==> config.mk <==
export PLATFORM = sky130hd
export DESIGN_NAME = fetch_queue_flat
export DESIGN_NICKNAME = d
export VERILOG_FILES = /design/src/rtl/fetch_queue_if.sv /design/src/rtl/fetch_queue.sv /design/src/flat_wrapper.sv
export SDC_FILE = /design/constraint.sdc
export NUM_CORES = 1
export LEC_CHECK = 0
export BUFFER_PORTS_ARGS = -buffer_cell sky130_fd_sc_hd__buf_4
export CORE_ASPECT_RATIO = 0.75
export CORE_MARGIN = 2
export CORE_UTILIZATION = 49
export DETAILED_ROUTE_END_ITERATION = 16
export GPL_ROUTABILITY_DRIVEN = 0
export PLACE_DENSITY = 0.76
export SYNTH_ARGS = -nofsm -noshare
export SYNTH_HDL_FRONTEND = slang
export SYNTH_SLANG_ARGS = --single-unit
==> constraint.sdc <==
create_clock -name clk -period 3.1 [get_ports clk]
set_input_delay 0.31 -clock clk [delete_from_list [all_inputs] [get_ports clk]]
set_output_delay 0.31 -clock clk [all_outputs]
set_load 0.1 [all_outputs]
==> src/rtl/fetch_queue_if.sv <==
// Fetch queue bus bundle: instruction-memory fetch port, redirect request,
// and the decode-side head/handshake with occupancy status.
interface fetch_queue_if #(
    parameter int WIDTH    = 32,
    parameter int INST_LEN = 32,
    parameter int DEPTH    = 4
);
    localparam int CNT_W = $clog2(DEPTH + 1);

    logic [WIDTH-1:0]    pc_if;
    logic [INST_LEN-1:0] instruction_if;
    logic                redirect_valid;
    logic [WIDTH-1:0]    redirect_pc;
    logic                out_valid;
    logic                out_ready;
    logic [WIDTH-1:0]    out_pc;
    logic [INST_LEN-1:0] out_instr;
    logic [CNT_W-1:0]    count;
    logic                full;
    logic                empty;

    // Queue side: issues fetch addresses and presents the head entry.
    modport master (
        output pc_if,
        input  instruction_if,
        input  redirect_valid,
        input  redirect_pc,
        output out_valid,
        input  out_ready,
        output out_pc,
        output out_instr,
        output count,
        output full,
        output empty
    );

    // Environment side: instruction memory, redirect source and decode.
    modport slave (
        input  pc_if,
        output instruction_if,
        output redirect_valid,
        output redirect_pc,
        input  out_valid,
        output out_ready,
        input  out_pc,
        input  out_instr,
        input  count,
        input  full,
        input  empty
    );
endinterface

==> src/rtl/fetch_queue.sv <==
// Instruction fetch queue: a sequential fetch PC feeds {pc, instr} pairs
// into a circular buffer drained by decode. A redirect flushes the queue
// and restarts fetching from the target address on the following edge.
module fetch_queue #(
    parameter int               WIDTH    = 32,
    parameter int               INST_LEN = 32,
    parameter int               DEPTH    = 4,
    parameter logic [WIDTH-1:0] RESET_PC = '0
) (
    input  logic           clk,
    input  logic           reset,
    fetch_queue_if.master  fq
);
    localparam int               PTR_W    = $clog2(DEPTH);
    localparam int               CNT_W    = $clog2(DEPTH + 1);
    localparam logic [CNT_W-1:0] FULL_CNT = CNT_W'(DEPTH);
    localparam logic [WIDTH-1:0] PC_STEP  = WIDTH'(4);

    logic [WIDTH-1:0]    fpc;
    logic [PTR_W-1:0]    head;
    logic [PTR_W-1:0]    tail;
    logic [CNT_W-1:0]    cnt;

    // Entry storage is data only; the pointers and count decide validity.
    logic [WIDTH-1:0]    pc_mem    [DEPTH];
    logic [INST_LEN-1:0] instr_mem [DEPTH];

    logic empty_w;
    logic full_w;
    logic pop;
    logic push;

    // Handshake decode; a redirect suppresses both push and pop.
    always_comb begin
        empty_w = (cnt == '0);
        full_w  = (cnt == FULL_CNT);
        pop     = ~empty_w & fq.out_ready & ~fq.redirect_valid;
        push    = ~fq.redirect_valid & (~full_w | pop);
    end

    assign fq.pc_if     = fpc;
    assign fq.out_valid = ~empty_w;
    assign fq.out_pc    = empty_w ? '0 : pc_mem[head];
    assign fq.out_instr = empty_w ? '0 : instr_mem[head];
    assign fq.count     = cnt;
    assign fq.full      = full_w;
    assign fq.empty     = empty_w;

    // Control state: fetch PC, pointers and occupancy; redirect has priority.
    always_ff @(posedge clk or posedge reset) begin
        if (reset) begin
            fpc  <= RESET_PC;
            head <= '0;
            tail <= '0;
            cnt  <= '0;
        end else if (fq.redirect_valid) begin
            fpc  <= fq.redirect_pc;
            head <= '0;
            tail <= '0;
            cnt  <= '0;
        end else begin
            if (push) begin
                fpc  <= fpc + PC_STEP;
                tail <= tail + PTR_W'(1);
            end
            if (pop) begin
                head <= head + PTR_W'(1);
            end
            if (push && !pop) begin
                cnt <= cnt + CNT_W'(1);
            end else if (pop && !push) begin
                cnt <= cnt - CNT_W'(1);
            end
        end
    end

    // Entry write at the tail; stale contents are harmless once flushed.
    always_ff @(posedge clk) begin
        if (push) begin
            pc_mem[tail]    <= fpc;
            instr_mem[tail] <= fq.instruction_if;
        end
    end
endmodule

==> src/flat_wrapper.sv <==
// flat-port wrapper written by rule: the top's interface ports become plain ports
module fetch_queue_flat 
#(
    parameter int               WIDTH    = 32,
    parameter int               INST_LEN = 32,
    parameter int               DEPTH    = 4,
    parameter logic [WIDTH-1:0] RESET_PC = '0
)
  (clk, reset, fq_pc_if, fq_instruction_if, fq_redirect_valid, fq_redirect_pc, fq_out_valid, fq_out_ready, fq_out_pc, fq_out_instr, fq_count, fq_full, fq_empty);
  fetch_queue_if #(.WIDTH(WIDTH), .INST_LEN(INST_LEN), .DEPTH(DEPTH)) fq_i ();
  input  logic clk;
  input  logic reset;
  output wire logic [$bits(fq_i.pc_if)-1:0] fq_pc_if;
  input wire logic [$bits(fq_i.instruction_if)-1:0] fq_instruction_if;
  input wire logic [$bits(fq_i.redirect_valid)-1:0] fq_redirect_valid;
  input wire logic [$bits(fq_i.redirect_pc)-1:0] fq_redirect_pc;
  output wire logic [$bits(fq_i.out_valid)-1:0] fq_out_valid;
  input wire logic [$bits(fq_i.out_ready)-1:0] fq_out_ready;
  output wire logic [$bits(fq_i.out_pc)-1:0] fq_out_pc;
  output wire logic [$bits(fq_i.out_instr)-1:0] fq_out_instr;
  output wire logic [$bits(fq_i.count)-1:0] fq_count;
  output wire logic [$bits(fq_i.full)-1:0] fq_full;
  output wire logic [$bits(fq_i.empty)-1:0] fq_empty;
  assign fq_pc_if = fq_i.pc_if;
  assign fq_i.instruction_if = fq_instruction_if;
  assign fq_i.redirect_valid = fq_redirect_valid;
  assign fq_i.redirect_pc = fq_redirect_pc;
  assign fq_out_valid = fq_i.out_valid;
  assign fq_i.out_ready = fq_out_ready;
  assign fq_out_pc = fq_i.out_pc;
  assign fq_out_instr = fq_i.out_instr;
  assign fq_count = fq_i.count;
  assign fq_full = fq_i.full;
  assign fq_empty = fq_i.empty;
  fetch_queue #(.WIDTH(WIDTH), .INST_LEN(INST_LEN), .DEPTH(DEPTH), .RESET_PC(RESET_PC)) u_core (.clk(clk), .reset(reset), .fq(fq_i));
endmodule
* Word level (Yosys, flattened, before mapping) *
Memories as Yosys holds them, arrays and structs flattened.
Cells that the tools add are included.

storage, ports and cells
  RAM bits = 256
  word-level logic and storage cells = 40
  input bits = 68
  output and inout bits = 102
  register bits = 39
  memories kept = 2

operators by class
  add/subtract/negate cells = 5
  reductions and logical operators = 8
  bitwise operators = 7
  muxes and demuxes = 13
  equal/unequal tests = 1

memories
  memory            depth  bits a word  read ports  clocked after memory_dff  write ports  line               source
  u_core.instr_mem  4      32           1           0                         1            fetch_queue.sv:26  logic [INST_LEN-1:0] instr_mem [DEPTH];
  u_core.pc_mem     4      32           1           0                         1            fetch_queue.sv:25  logic [WIDTH-1:0] pc_mem [DEPTH];

operator list
  operator                                                            number
  32-bit two-way mux                                                  4
  32-bit by 3-bit adder with 32-bit output, second input constant     1
  3-bit two-way mux                                                   3
  2-bit two-way mux                                                   4
  2-bit by 1-bit adder with 2-bit output, second input constant       2
  2-bit nonzero test                                                  2
  3-bit by 1-bit adder with 3-bit output, second input constant       1
  1-bit AND                                                           3
  3-bit equality test, second input constant                          1
  3-bit logical NOT                                                   1
  1-bit inverter                                                      3
  3-bit nonzero test                                                  1
  3-bit by 1-bit subtractor with 3-bit output, second input constant  1
  1-bit logical AND                                                   2
  1-bit logical NOT                                                   2
  1-bit two-way mux                                                   2
  1-bit OR                                                            1

* Longest topological paths before layout *
  depth in word-level cells = 11
  mapped depth = 8
  mapped depth without buffers = 6

* Worst setup path before layout *
No wires, ideal clock.

  kind = register -> register
  from = register u_core.cnt[1], in the netlist u_core.fq.count[1]
  to = memory u_core.instr_mem[0][0] (enable)
  cell stages (with the launch flop) = 6
  setup slack = -0.686 ns
  data required time = 2.671 ns
  buffers on the path = 1
  clock period less this slack = 3.786 ns
  library setup time = 0.429 ns
  data arrival time = 3.357 ns
  path through = dfrtp_1 > or3b_2 > inv_2 > buf_4 > a21oi_1 > and2_1

on the way
  elaborated cells on any way between the ends = 10
  classes of those cells = 1 x eq/ne; 2 x mux; 6 x bitwise; 1 x reduce/logical

RTL lines
  what                                     line                source
  start: declaration                       fetch_queue.sv:22   logic [CNT_W-1:0] cnt;
  start signal: assignment                 fetch_queue.sv:70   cnt <= cnt + CNT_W'(1);
  start signal: assignment                 fetch_queue.sv:72   cnt <= cnt - CNT_W'(1);
  3-bit equality test                      fetch_queue.sv:36   full_w = (cnt == FULL_CNT);
  named net fq_full                        flat_wrapper.sv:22  output wire logic [$bits(fq_i.full)-1:0] fq_full;
  1-bit inverter                           fetch_queue.sv:38   push = ~fq.redirect_valid & (~full_w | pop);
  1-bit OR                                 fetch_queue.sv:38
  1-bit AND                                fetch_queue.sv:38
  1-bit two-way mux                        fetch_queue.sv:79   if (push) begin
  1-bit two-way mux (implied by the code)  fetch_queue.sv:81   instr_mem[tail] <= fq.instruction_if;
  end: declaration                         fetch_queue.sv:26

The timed path passes the listed nets, and every way through them passes these cells.

* Worst setup path after layout *
  from = register u_core.cnt[1], in the netlist u_core.fq.count[1]
  to = output fq_out_pc[31]

on the way
  cells in the longest elaborated chain, start to end = 2

RTL lines
  what                line                source
  3-bit logical NOT   fetch_queue.sv:35   empty_w = (cnt == '0);
  32-bit two-way mux  fetch_queue.sv:43   assign fq.out_pc = empty_w ? '0 : pc_mem[head];
  end: declaration    flat_wrapper.sv:19  output wire logic [$bits(fq_i.out_pc)-1:0] fq_out_pc;

Every way passes these cells.

==> metrics.md <==
| Metric | Value |
|---|---|
| Via count of the routed design | 6974 |
| Critical path arrival | 2.47 ns |
| Mapped Nets | 761 |
| Worst slew pin tran | 1.02 ns |
| Static leakage | 5.37 nW |
| Vias in the first global route | 7087 |
| Routed WL | 26500 µm |
| Total negative slack | 0 ns |
| Post-cts resize count | 0 |
| Final hold violations | 0 |
| Fillers | 1700 |
| Synth Cell Area | 12100 µm² |
| Routed len/inst | 21.1 µm |
| Reg2reg start | u_core.fq.pc_if[6] |
| R2r endpoint | u_core.fq.pc_if[30] |
| Ys flop type | edfxtp_1 |
| FF-to-FF path depth | 4 |
| Clock Tree Buf Depth | 3 |
| CTS tree | built |
| Drt pass-1 iters | 6 |
| Max-Cap Viols | 0 |
| Status | complete, no violations |
| CP top delay family | simple AND/OR/NAND/NOR gates |
| Initial core utilization | 50.1% |
| Sequential fraction of the synthesis area | 71.8% |
| First-pass GRT wire length | 41100 µm |
| Critical Path Sink Type | primary output |
| Power per Cell Area | 1060 nW/µm² |
| Leading area contributor after synthesis | edfxtp_1 |
| # setup viols final | 0 |
| Crit Path Max Fanout | 59 |
| Most frequent cells in the layout | edfxtp_1 (256), buf_4 (174), and2_1 (65) |
| Layout area overhead | 26.4% |
| Initial antenna violation count | 0 |
| Final min period | 2.78 ns |
| Netlist cell types | 47 |
| CP startpoint kind | flop |
| Critical path required time | 2.79 ns |
| Vias/cell | 5.54 |
| Clk Latency, worst-skew pair | 0.54 ns |
| Layout cells sized above 1 | 33.3% |
| Root buffer cell | clkbuf_16 |
| Critical Path Source | u_core.fq.count[1] |
| Sink Count | 295 |
| DRT iter0 DRCs | 644 |
| Ant. Diodes | 0 |
| H-tree Lvls | 1 |
| Syn. warnings | 0 |
| CTS buffer count | 28 |
| Worst vdd ir | 0.944 mV |
| Most common cell after layout, fill and taps aside | edfxtp_1 |
| Die height | 140 µm |
| Largest net degree at the start of global routing | 60 |
| Worst path slowest cell | or3_2 |
| Die area | 25900 µm² |
| Post-synth EDFFs | 256 |
| Fin Clk Skew | 0.0119 ns |
| Nets | 979 |
| Post-route antenna net violation count | 0 |
| Placed Instances | 1164 |
| IO Count | 170 |
| Synth area leaders | edfxtp_1 (64%), mux4_2 (12%), dfrtp_1 (8.1%), and2_1 (3.6%), nand3_1 (0.87%) |
| Dpl hpwl | 16700 µm |
| Hold crit path type | input port to flop |
| Final period utilization | 89.5% |
| Total gr overflow | 0 |
| Crit path depth | 4 |
| Port bufs | 169 |
| Final non-filler cell total | 1258 |
| Unrepaired setup endpoints after global routing | no |
| Worst Path Buf+Inv | 2 |
| Row cnt | 49 |
| Max Fclk | 0.360 GHz |
| Crit path top cell by count | buf_4 |
| R2R Setup Slk | 0.77 ns |
| Mean Syn Cell Area | 17.6 µm² |
| DR DRC count | 0 |
| Worst rel slew slack | 31.3% |
| Die W | 185 µm |
| Final Max Slew Viols | 0 |
| Setup Crit Path Kind | flop to primary output |
| Synth Register Bits | 295 |
| Syn Inst Count | 687 |
| End of the critical path | fq_out_pc[31] |
| Tot GR Track Use | 20.8% |
| Post-synth top area share | 63.7% |
| Crit-path max cell delay | 0.62 ns |
| Worst-path clk slew | 0.07 ns |
| Core area | 24100 µm² |
| Fraction of registers with async set/reset | 13.2% |
| Cells along the critical path | or3_2 -> buf_4 -> and2_1 -> buf_4 |
## layout make-up
class | instances | area (µm²) | area share (%)
timing repair buffer | 227 | 1950 | 12.8
inverter | 13 | 48.8 | 0.320
tap | 331 | 414 | 2.72
multi-input combinational | 340 | 3190 | 20.9
clock buffer | 33 | 719 | 4.72
clock inverter | 19 | 262 | 1.71
sequential | 295 | 8670 | 56.8
## worst min-delay path by stage
stage / start / to / slack, ns / cells past startpoint
2_1_floorplan: fq_instruction_if[0] / u_core.instr_mem[0][0] / 0.41 / 0
3_3_place_gp: reset / u_core.fq.count[1] / 0.45 / 2
3_5_place_dp: reset / u_core.fq.count[1] / 0.45 / 2
4_1_cts: fq_redirect_pc[23] / u_core.fq.pc_if[23] / 0.004 / 3
5_1_grt: fq_redirect_pc[0] / u_core.fq.pc_if[0] / 0.009 / 2
6_report: fq_redirect_pc[23] / u_core.fq.pc_if[23] / 0.02 / 3
## registers in the layout, indices dropped and copies added, names as in the netlist
| signal | cells |
|---|---|
| u_core.tail | 2 |
| u_core.head | 2 |
| u_core.pc_mem | 128 |
| u_core.fq.pc_if | 32 |
| u_core.instr_mem | 128 |
| u_core.fq.count | 3 |
## worst min-delay path: stages
cell and delay (ns):
buf_4 0.08, a22oi_1 0.07, nand3_1 0.06
## power by group
group | internal, mW | total, mW | leakage, nW | switching (mW)
Sequential | 4.95 | 5.29 | 2.79 | 0.335
Clock | 2.16 | 3.59 | 0.475 | 1.43
Combinational | 1.85 | 7.33 | 2.10 | 5.47
## cell usage after synthesis (6+ instances only)
cell	count
o31ai_1	13
a21oi_1	6
or3_1	8
xnor2_1	6
mux4_2	64
nand3_1	21
a31oi_1	15
inv_1	12
clkbuf_1	19
nor2b_1	7
buf_2	11
nor2_1	21
and2_1	69
nand2_1	25
dfrtp_1	39
or4_1	14
o21ai_0	17
edfxtp_1	256
## logic make-up after synthesis
kind of cell / share of synthesized area (%)
AO/OA/AOI/OAI: 3.78
flip-flops: 71.8
multiplexers: 12.4
adder cells (fa/ha/maj): 0.684
AND/OR/NAND/NOR: 8.78
buffers and inverters: 1.86
XOR/XNOR: 0.726
## layer usage
| metal | global-route usage [%] | vias to the layer above | routed length, µm |
|---|---|---|---|
| li1 | - | 3165 | - |
| met1 | 32.5 | 3549 | 12200 |
| met2 | 30.7 | 232 | 12100 |
| met3 | 4.81 | 28 | 1890 |
| met4 | 3.63 | 0 | 291 |
| met5 | 0 | - | 0 |
## what timing repair did
action                    4_1_cts  5_1_grt
hold endpoints to repair      161        0
buffers inserted                0        0
hold buffers                   42        0
## through the flow
step | util, % | hold WS [ns] | total power, mW | setup WS, ns | instance area (µm²)
after detailed placement | 57.5 | 0.454 | 12.7 | 0.749 | 13900
after CTS | 63.3 | 0.00405 | 16.4 | 0.289 | 15300
final | 63.3 | 0.0179 | 16.2 | 0.324 | 15300
after global placement | 57.5 | 0.451 | 12.6 | 0.785 | 13900
after floorplan | - | 0.409 | 11.0 | 0.0114 | 12100
after global routing | 63.3 | 0.00890 | 16.8 | 0.215 | 15300
No activity file was read; power rests on OpenSTA's default activity.
